### config.mk
export PLATFORM = sky130hd
export DESIGN_NAME = branch_resolve_unit
export DESIGN_NICKNAME = d
export VERILOG_FILES = /design/src/rtl/branch_resolve_unit.sv
export SDC_FILE = /design/constraint.sdc
export NUM_CORES = 1
export LEC_CHECK = 0
export BUFFER_PORTS_ARGS = -buffer_cell sky130_fd_sc_hd__clkbuf_2
export CORE_MARGIN = 4
export CORE_UTILIZATION = 50
export CTS_CLUSTER_SIZE = 14
export DETAILED_ROUTE_END_ITERATION = 10
export PLACE_DENSITY = 0.7
export SYNTH_ARGS = -nofsm -noshare
export SYNTH_HDL_FRONTEND = slang
export SYNTH_SLANG_ARGS = --single-unit
### constraint.sdc
create_clock -name clk -period 13.35 [get_ports clk]
set_input_delay 0 -clock clk [delete_from_list [all_inputs] [get_ports clk]]
set_output_delay 0 -clock clk [all_outputs]
set_load 0.1 [all_outputs]
### src/rtl/branch_resolve_unit.sv
// branch_resolve_unit: pairs queued BHT predictions with resolved ID outcomes,
// drives the predictor update port and a registered redirect on mispredict.
`ifndef WORD_LEN
`define WORD_LEN 32
`endif
module branch_resolve_unit #(
  parameter int DEPTH = 4,
  parameter int PTR_BITS = 2
) (
  input  logic                 clk,
  input  logic                 rst,
  input  logic                 push_valid,
  input  logic [`WORD_LEN-1:0] push_pc,
  input  logic                 push_pred_taken,
  input  logic [`WORD_LEN-1:0] push_pred_target,
  input  logic                 resolve_valid,
  input  logic                 resolve_taken,
  input  logic [`WORD_LEN-1:0] resolve_target,
  input  logic                 flush,
  output logic                 full,
  output logic [PTR_BITS:0]    count,
  output logic                 update_en,
  output logic [`WORD_LEN-1:0] update_pc,
  output logic                 update_taken,
  output logic                 mispredict,
  output logic [`WORD_LEN-1:0] redirect_pc,
  output logic                 overflow_err,
  output logic                 underflow_err
);
  localparam int W = `WORD_LEN;
  localparam int CW = PTR_BITS + 1;
  logic [W-1:0]        pc_q [DEPTH];
  logic                pt_q [DEPTH];
  logic [W-1:0]        tg_q [DEPTH];
  logic [PTR_BITS-1:0] wr_ptr_q, wr_ptr_d, rd_ptr_q, rd_ptr_d;
  logic [CW-1:0]       count_q, count_d;
  logic                update_en_q, update_en_d, update_taken_q, update_taken_d;
  logic                mispredict_q, mispredict_d, overflow_err_q, overflow_err_d;
  logic                underflow_err_q, underflow_err_d;
  logic [W-1:0]        update_pc_q, update_pc_d, redirect_pc_q, redirect_pc_d;
  logic                empty, pop, mis, we, discard;
  logic [W-1:0]        head_pc, head_tg;
  logic                head_pt;
  always_comb begin
    full = count_q == CW'(DEPTH);
    empty = count_q == '0;
    head_pc = pc_q[rd_ptr_q];
    head_pt = pt_q[rd_ptr_q];
    head_tg = tg_q[rd_ptr_q];
    pop = resolve_valid && !empty && !flush;
    mis = pop && (head_pt != resolve_taken || (head_pt && resolve_taken && head_tg != resolve_target));
    discard = flush || mis;
    // a correct pop in the same cycle frees the slot a full-queue push needs
    we = push_valid && !discard && (!full || pop);
    wr_ptr_d = discard ? '0 : wr_ptr_q + PTR_BITS'(we);
    rd_ptr_d = discard ? '0 : rd_ptr_q + PTR_BITS'(pop);
    count_d = discard ? '0 : count_q + CW'(we) - CW'(pop);
    update_en_d = pop;
    update_pc_d = pop ? head_pc : update_pc_q;
    update_taken_d = pop ? resolve_taken : update_taken_q;
    mispredict_d = mis;
    redirect_pc_d = mis ? (resolve_taken ? resolve_target : head_pc + W'(4)) : redirect_pc_q;
    overflow_err_d = overflow_err_q || (push_valid && !flush && full && !pop);
    underflow_err_d = underflow_err_q || (resolve_valid && !flush && empty);
  end
  always_ff @(posedge clk)
    if (we) begin
      pc_q[wr_ptr_q] <= push_pc;
      pt_q[wr_ptr_q] <= push_pred_taken;
      tg_q[wr_ptr_q] <= push_pred_target;
    end
  always_ff @(posedge clk or posedge rst)
    if (rst) begin
      wr_ptr_q <= '0;
      rd_ptr_q <= '0;
      count_q <= '0;
      update_en_q <= 1'b0;
      update_pc_q <= '0;
      update_taken_q <= 1'b0;
      mispredict_q <= 1'b0;
      redirect_pc_q <= '0;
      overflow_err_q <= 1'b0;
      underflow_err_q <= 1'b0;
    end else begin
      wr_ptr_q <= wr_ptr_d;
      rd_ptr_q <= rd_ptr_d;
      count_q <= count_d;
      update_en_q <= update_en_d;
      update_pc_q <= update_pc_d;
      update_taken_q <= update_taken_d;
      mispredict_q <= mispredict_d;
      redirect_pc_q <= redirect_pc_d;
      overflow_err_q <= overflow_err_d;
      underflow_err_q <= underflow_err_d;
    end
  assign count = count_q;
  assign update_en = update_en_q;
  assign update_pc = update_pc_q;
  assign update_taken = update_taken_q;
  assign mispredict = mispredict_q;
  assign redirect_pc = redirect_pc_q;
  assign overflow_err = overflow_err_q;
  assign underflow_err = underflow_err_q;
endmodule

==> flow_summary.json, run 1 <==
{
  "synth_area_um2": 13800,
  "drv_slew": 0,
  "worst-slew-pin-transition_ns": 1.01,
  "ctsHtreeMaxLevel": 2,
  "utilization_pct": 63.4,
  "yosys.area.top_type": "edfxtp_1",
  "crit_fanout": 38,
  "place_congestion": 0.793,
  "avgViaCountPerCell": 5.65,
  "synthFlopType": "edfxtp_1",
  "synth_cell_type_count": 47,
  "die_y_um": 174,
  "irDropWorstVdd_mv": 0.187,
  "drive_gt1_share_pct": 33.9,
  "antenna_found_initial": 1,
  "worstPathCellList": "buf_4 > mux4_2 > xnor2_1 > nand4_1 > nor4_4 > a31oi_4 > nor4_2 > buf_4",
  "start_kind": "flop",
  "rr_worst_depth": 8,
  "synth_nets": 857,
  "yosysSeqAreaShare_pct": 70.5,
  "cts_resized": 0,
  "finalCriticalPeriod_ns": 4.65,
  "clock_path_buffers": 3,
  "dp_hpwl_mm": 21.2,
  "synthTopCellsByCount": "edfxtp_1, dfrtp_1, mux4_2",
  "yosysMostFrequentCell": "edfxtp_1",
  "grt_remaining_overflow": 0,
  "clkTransAtPathRegs_ns": 0.06,
  "rsz0062_at_grt": "no",
  "crit_top_cell": "buf_4",
  "p_per_area_nw_per_um2": 213,
  "ys_async_sr_fraction_pct": 22.6,
  "yosys_warnings": 0,
  "cts-root-buf": "clkbuf_16",
  "finalInstanceArea_um2": 17100,
  "cts_buffers": 36,
  "num_vias": 7935,
  "grt_usage_pct": 21.4,
  "fin_nets": 1143,
  "firstDrtPassIters": 5,
  "cp.required_ns": 13.50,
  "p_leak_nw": 6.17,
  "hold_violations": 0,
  "io_buffers": 175,
  "max_stage_delay_ns": 0.87,
  "dieArea_um2": 30300,
  "cts_tree": "built",
  "coreArea_um2": 27000,
  "initial_core_util_pct": 50.9,
  "status": "finished, final reports clean",
  "clock_latency_ns": 0.52,
  "yosysTopAreaCellShare_pct": 56.7,
  "wirelength_mm": 32.3,
  "finalSetupViolations": 0,
  "cp_slowest_cell": "dfrtp_4",
  "holdPathStages": 3,
  "wl_per_cell_um": 23.0,
  "area_delta_synth_final_pct": 24.4,
  "fin_skew_ns": 0.0139,
  "cts_setup_buffers": 0,
  "die_w_um": 174,
  "drc_errors": 0,
  "path_class": "reg -> reg",
  "slew_headroom_pct": 32.8,
  "drt_iter0_drc": 664,
  "synth_edf_count": 260,
  "row_count": 60,
  "ant_nets": 0,
  "place_area_um2": 15000,
  "synth-seq-cells": 336,
  "grt_pass1_vias": 8263,
  "clock_sinks": 336,
  "max-cap-violations": 0,
  "netlist_instances": 748,
  "hold_class": "in -> reg",
  "io_pins": 176,
  "synth_area_leaders": "edfxtp_1, dfrtp_1, mux4_2",
  "crit_arrival_ns": 4.80,
  "grt_first_pass_wirelength_mm": 49.8,
  "fmax_mhz": 215,
  "syn_area_per_cell_um2": 18.4,
  "tns_ns": 0,
  "min_period_over_period_pct": 34.9,
  "grt_max_degree": 77,
  "endpoint_kind": "flop"
}
## per-layer routing
layer / up-vias / track usage, % / share of wire, %
li1: 3532 / - / -
met1: 4085 / 29.8 / 42
met2: 260 / 35.3 / 50
met3: 58 / 4.41 / 6.2
met4: 0 / 5.44 / 2.3
met5: - / 0 / 0
## worst max-delay path: cells and delay by family, from the launching register on
family,cells,cell delay [ns]
XOR/XNOR,1,0.19
multiplexers,1,0.60
AO/OA/AOI/OAI,1,0.30
buffers and inverters,2,1.23
flip-flops,1,0.87
AND/OR/NAND/NOR,3,1.02
## repair_timing
action	CTS	global route
endpoints found under the hold margin	370	0
hold buffers	95	0
endpoints found under the setup margin	0	0
## cells by family after synthesis
group / synth area share (%)
AND/OR/NAND/NOR: 4.90
multiplexers: 16.1
AO/OA/AOI/OAI: 2.61
XOR/XNOR: 3.18
buffers and inverters: 2.11
adder cells (fa/ha/maj): 0.600
flip-flops: 70.5
## path summary, 6_finish.rpt
check	start	to	slack [ns]
max	rd_ptr_q[0]$_DFF_PP0_	tg_q[0][22]$_DFFE_PP_	8.70
max reg2reg	rd_ptr_q[0]$_DFF_PP0_	tg_q[0][22]$_DFFE_PP_	8.70
max in group asynchronous	rst	rd_ptr_q[0]$_DFF_PP0_	12.26
min	resolve_target[31]	redirect_pc[31]$_DFFE_PP0P_	0.006
min in group asynchronous	rst	update_pc[5]$_DFFE_PP0P_	0.33
min reg2reg	overflow_err$_DFF_PP0_	overflow_err$_DFF_PP0_	0.45
## state kept, by name (all words and copies together), names as in the netlist
name,count
tg_q,128
overflow_err,1
pt_q,4
wr_ptr_q,2
redirect_pc,32
underflow_err,1
rd_ptr_q,2
count,3
update_taken,1
update_en,1
mispredict,1
update_pc,32
pc_q,128
## cell type report
type	instances	area, um2
Clock inverter	17	190
Antenna cell	1	2.50
Sequential cell	336	9710
Fill cell	1914	9890
Clock buffer	49	991
Inverter	21	80.1
Timing Repair Buffer	284	1930
Tap cell	341	427
Multi-Input combinational cell	355	3800
## cells in the final DEF, fill, tap and decap left out, types with 7 or more instances in the layout
cell | Yosys | routed
nor3_1 | 10 | 9
mux2_1 | 17 | 17
o31a_1 | 8 | 8
edfxtp_1 | 260 | 260
clkbuf_1 | 20 | 10
xnor2_1 | 48 | 48
nor2_1 | 12 | 12
clkinv_2 | 0 | 7
dlygate4sd3_1 | 0 | 95
nand3_1 | 8 | 8
nor4_1 | 11 | 10
nand2b_1 | 10 | 10
mux2i_1 | 11 | 11
buf_4 | 2 | 14
o31ai_1 | 12 | 12
clkbuf_16 | 0 | 37
o21ai_0 | 17 | 17
inv_1 | 20 | 19
nand2_1 | 24 | 24
nand4_1 | 13 | 13
dfrtp_1 | 76 | 74
mux4_2 | 65 | 65
mux2_2 | 40 | 40
clkbuf_2 | 0 | 175
## power breakdown
group / leakage (nW) / internal (mW) / total [mW] / switching, mW
clock network: 0.578 / 0.600 / 0.986 / 0.386
logic: 2.33 / 0.284 / 1.31 / 1.02
registers: 3.27 / 1.27 / 1.36 / 0.0854
## through the flow
step	std cells	power, mW	worst slack [ns]	hold slack [ns]
finish	1404	3.65	8.70	0.00629
global route	1404	3.78	8.23	0.0124
CTS	1403	3.67	8.57	0.00918
detailed placement	1242	2.66	8.63	0.227
global placement	1242	2.65	8.67	0.219
floorplan	748	2.44	3.45	0.0989
Note: power is estimated with default switching activity, not from simulation.
==> run 2, diff against run 1 <==
clock period = 4.9 ns   (was 13.35 ns; I/O delays follow)
==> flow_summary.json, run 2 (synthesis gave the netlist of run 1 again) <==
{
  "hold_buffers": 99,
  "regToRegEndpoint": "pc_q[2][21]$_DFFE_PP_",
  "grt_usage_pct": 21.7,
  "wl_per_cell_um": 23.2,
  "final-instance-count-excl-fill": 1411,
  "firstDrtPassIters": 5,
  "wl_met2_mm": 16.0,
  "wl_met3_mm": 1.94,
  "drv_slew": 0,
  "cts_buffers": 35,
  "clock_latency_ns": 0.52,
  "finalSetupViolations": 0,
  "top_regs": "pc_q: 128 flops, tg_q: 128 flops",
  "crit_buf_inv": 1,
  "fmax_mhz": 261,
  "r2r-start": "rd_ptr_q[0]$_DFF_PP0_",
  "max_stage_delay_ns": 0.88,
  "drt_iter0_drc": 652,
  "worstPathCellList": "mux4_2 > xnor2_1 > nand4_1 > nor4_4 > a31oi_4 > nor4b_4 > buf_4",
  "num_antenna_cells": 0,
  "area_delta_synth_final_pct": 24.8,
  "cts_setup_buffers": 0,
  "cp_top_family": "simple AND/OR/NAND/NOR gates",
  "tns_ns": 0,
  "antenna_found_initial": 0,
  "multi_input_area_um2": 3830,
  "finalInstanceArea_um2": 17200,
  "min_from": "resolve_target[23]",
  "holdPathEnd": "redirect_pc[23]$_DFFE_PP0P_",
  "clock_sinks": 336,
  "p_leak_nw": 6.18,
  "dp_hpwl_mm": 21.9,
  "min_period_over_period_pct": 78.2,
  "grt_remaining_overflow": 0,
  "p_per_area_nw_per_um2": 572,
  "io_buffers": 175,
  "holdPathStages": 4,
  "mostFrequentLayoutCells": "edfxtp_1, clkbuf_2, dlygate4sd3_1, dfrtp_1, mux4_2",
  "hold_class": "in -> reg",
  "wirelength_mm": 32.8,
  "cts_resized": 0,
  "io_pins": 176,
  "place_area_um2": 15100,
  "hold_violations": 0,
  "crit_fanout": 39,
  "grt_max_degree": 61,
  "grt_first_pass_wirelength_mm": 50.3,
  "final_common_cell": "edfxtp_1",
  "dpl_worst_slack_ns": 1.02,
  "nFillCells": 1843,
  "clkTransAtPathRegs_ns": 0.06,
  "reg2reg_slack_ns": 1.07,
  "ant_nets": 0,
  "cts_tree": "built",
  "status": "finished, final reports clean",
  "coreArea_um2": 27000,
  "crit_arrival_ns": 3.97,
  "drc_errors": 0,
  "rsz0062_at_grt": "no",
  "rr_worst_depth": 7,
  "cp.required_ns": 5.04,
  "fin_skew_ns": 0.0210,
  "num_vias": 7996,
  "slew_headroom_pct": 43.0,
  "fin_ws_ns": 1.07,
  "place_inst": 1248,
  "endpoint_kind": "flop",
  "die_y_um": 174,
  "initial_core_util_pct": 50.9,
  "fin_nets": 1152,
  "irDropWorstVdd_mv": 0.704,
  "worst-slew-pin-transition_ns": 0.855,
  "cp_slowest_cell": "dfrtp_4",
  "drive_gt1_share_pct": 33.6,
  "grt_pass1_vias": 8211,
  "max-cap-violations": 0,
  "die_w_um": 174,
  "ctsHtreeMaxLevel": 2,
  "finalCriticalPeriod_ns": 3.83,
  "avgViaCountPerCell": 5.67,
  "row_count": 60,
  "start_kind": "flop",
  "path_class": "reg -> reg",
  "wl_met1_mm": 14.4,
  "dieArea_um2": 30300,
  "place_congestion": 0.802,
  "seq_area_um2": 9710,
  "cts-root-buf": "clkbuf_16",
  "clock_path_buffers": 3,
  "highest_layer": "met4"
}
-- run 2: worst max path at each step --
stage / depth (start not counted) / slack [ns] / endpoint / startpoint
2_1_floorplan: 10 / -0.13 / pc_q[1][0]$_DFFE_PP_ / rd_ptr_q[0]$_DFF_PP0_
3_3_place_gp: 7 / 1.06 / pc_q[1][14]$_DFFE_PP_ / rd_ptr_q[0]$_DFF_PP0_
3_5_place_dp: 10 / 1.02 / wr_ptr_q[1]$_DFF_PP0_ / rd_ptr_q[0]$_DFF_PP0_
4_1_cts: 10 / 1.01 / wr_ptr_q[1]$_DFF_PP0_ / rd_ptr_q[0]$_DFF_PP0_
5_1_grt: 9 / 0.79 / wr_ptr_q[0]$_DFF_PP0_ / rd_ptr_q[0]$_DFF_PP0_
6_report: 7 / 1.07 / pc_q[2][21]$_DFFE_PP_ / rd_ptr_q[0]$_DFF_PP0_
-- run 2: worst min-delay path, cell delays in order --
cell and delay, ns:
clkbuf_2 0.16, nand2b_1 0.17, o31ai_1 0.10, mux2i_1 0.08
-- run 2: report_power, final --
group	leakage, nW	internal [mW]	switching, mW
sequential	3.27	3.46	0.250
clock	0.532	1.48	1.04
combinational	2.39	0.792	2.81
total	6.18	5.73	4.10
-- run 2: per-layer routing --
layer | vias to the layer above | track usage (%)
li1 | 3549 | -
met5 | - | 0
met2 | 273 | 34.9
met4 | 0 | 4.62
met3 | 40 | 4.00
met1 | 4134 | 31.7
-- run 2: per-stage QoR --
step / hold WS, ns / total power, mW / util, %
finish: 0.0535 / 9.83 / 63.6
global route: 0.0587 / 10.2 / 63.6
detailed placement: -0.0368 / 7.31 / 55.9
floorplan: 0.0989 / 6.64 / -
CTS: 0.0183 / 9.90 / 63.6
global placement: -0.0489 / 7.28 / 55.9
-- run 2: layout make-up --
cell class | count | share of cell area [%]
sequential | 336 | 56.5
multi-input combinational | 355 | 22.3
timing repair buffer | 294 | 11.9
clock buffer | 48 | 5.56
tap | 341 | 2.48
clock inverter | 16 | 0.786
inverter | 21 | 0.466
==> run 3, diff against run 2 <==
PLACE_DENSITY = 0.73   (was 0.7)
clock period = 3.2 ns   (was 4.9 ns; I/O delays follow)
==> flow_summary.json, run 3 (synthesis gave the netlist of run 1 again) <==
{
  "cts_buffers": 36,
  "finalSetupViolations": 265,
  "num_antenna_cells": 0,
  "dieArea_um2": 30300,
  "ant_nets": 0,
  "grt_usage_pct": 22.4,
  "finalCriticalPeriod_ns": 3.37,
  "seq_area_um2": 9710,
  "fin_skew_ns": 0.0172,
  "clkTransAtPathRegs_ns": 0.06,
  "violations": "negative setup slack",
  "firstDrtPassIters": 5,
  "num_vias": 8696,
  "crit_fanout": 18,
  "endpoint_kind": "flop",
  "nFillCells": 1676,
  "utilization_pct": 69.7,
  "io_buffers": 175,
  "max-cap-violations": 0,
  "grt_max_degree": 56,
  "worst-slew-pin-transition_ns": 0.922,
  "holdPathStages": 4,
  "drc_errors": 0,
  "area_delta_synth_final_pct": 36.8,
  "ctsHtreeMaxLevel": 2,
  "timing.hold.ws_ns": 0.0395,
  "avgViaCountPerCell": 5.75,
  "status": "complete, but fails checks",
  "slew_headroom_pct": 38.6,
  "finalInstanceArea_um2": 18800,
  "die_y_um": 174,
  "crit_arrival_ns": 3.60,
  "grt_remaining_overflow": 0,
  "io_pins": 176,
  "rsz0062_at_grt": "yes",
  "path_class": "reg -> reg",
  "coreArea_um2": 27000,
  "tns_ns": -24.62,
  "irDropWorstVdd_mv": 1.11,
  "fin_ws_ns": -0.171,
  "grt_first_pass_wirelength_mm": 52.0,
  "p_leak_nw": 6.97,
  "drv_slew": 0,
  "dp_hpwl_mm": 23.1,
  "mostFrequentLayoutCells": "edfxtp_1, clkbuf_2, dlygate4sd3_1, dfrtp_1, mux4_2",
  "p_per_area_nw_per_um2": 827,
  "cts_tree": "built",
  "wl_per_cell_um": 24.5,
  "place_area_um2": 15700,
  "clock_latency_ns": 0.51,
  "hold_violations": 0,
  "fmax_mhz": 297,
  "initial_core_util_pct": 50.9,
  "antenna_found_initial": 0,
  "row_count": 60,
  "wirelength_mm": 37.0,
  "final_common_cell": "edfxtp_1",
  "cp.required_ns": 3.42,
  "drt_iter0_drc": 794,
  "rr_worst_depth": 11,
  "clock_path_buffers": 3,
  "clock_sinks": 336,
  "fin_nets": 1255,
  "die_w_um": 174,
  "drive_gt1_share_pct": 41.2,
  "top_regs": "pc_q: 128 flops, tg_q: 128 flops",
  "place_congestion": 0.801,
  "multi_input_area_um2": 3940,
  "hold_class": "in -> reg",
  "grt_pass1_vias": 8629,
  "min_period_over_period_pct": 105,
  "start_kind": "flop",
  "cts-root-buf": "clkbuf_16"
}
## run 3: power breakdown
group / internal [mW] / switching (mW) / leakage [nW]
sequential: 5.30 / 0.389 / 3.27
combinational: 1.53 / 4.46 / 3.17
clock: 2.30 / 1.59 / 0.528
total: 9.13 / 6.45 / 6.97
## run 3: through the flow
stage          std cells  setup WS, ns  power [mW]
6_report            1513        -0.171        15.6
5_1_grt             1513        -0.362        16.1
4_1_cts             1468       -0.0664        15.4
3_5_place_dp        1297        -0.138        11.4
3_3_place_gp        1297        -0.103        11.3
2_1_floorplan        748         -1.83        10.2
## run 3: path summary, 6_finish.rpt
check,from,end,slack [ns]
worst min-delay path,resolve_target[27],redirect_pc[27]$_DFFE_PP0P_,0.04
worst max register to register,rd_ptr_q[0]$_DFF_PP0_,tg_q[0][13]$_DFFE_PP_,-0.17
worst min register to register,overflow_err$_DFF_PP0_,overflow_err$_DFF_PP0_,0.47
min in group asynchronous,rst,update_pc[5]$_DFFE_PP0P_,0.20
max in group asynchronous,rst,update_pc[29]$_DFFE_PP0P_,2.16
worst max-delay path,rd_ptr_q[0]$_DFF_PP0_,tg_q[0][13]$_DFFE_PP_,-0.17
## run 3: layout make-up
class / count / area share [%]
clock buffers: 55 / 5.49
clock inverters: 9 / 0.392
inverters: 21 / 0.425
multi-input cells: 355 / 20.9
flip-flops and latches: 336 / 51.6
well taps: 341 / 2.27
repair buffers: 396 / 18.9
## run 3: what timing repair did
action	CTS	global route
hold endpoints to repair	340	0
pin swaps	1	9
resized for setup	14	40
setup endpoints to repair	285	294
hold buffers	99	0
setup buffers	7	19
gates cloned	1	26
## run 3: layer usage
layer | vias up | GRT usage [%] | wire [um]
li1 | 3782 | - | -
met1 | 4434 | 31.4 | 15100
met2 | 423 | 37.1 | 18400
met3 | 57 | 4.55 | 2740
met4 | 0 | 4.92 | 749
met5 | - | 0 | 0
## run 3: critical path: stages, from the launching register on
cell and delay [ns]:
dfrtp_4 0.50, buf_12 0.20, mux4_2 0.57, xnor2_2 0.18
nand4_1 0.17, nor4_4 0.29, buf_4 0.18, a31oi_4 0.16
buf_6 0.17, nor4_4 0.21, buf_6 0.26, clkbuf_16 0.19
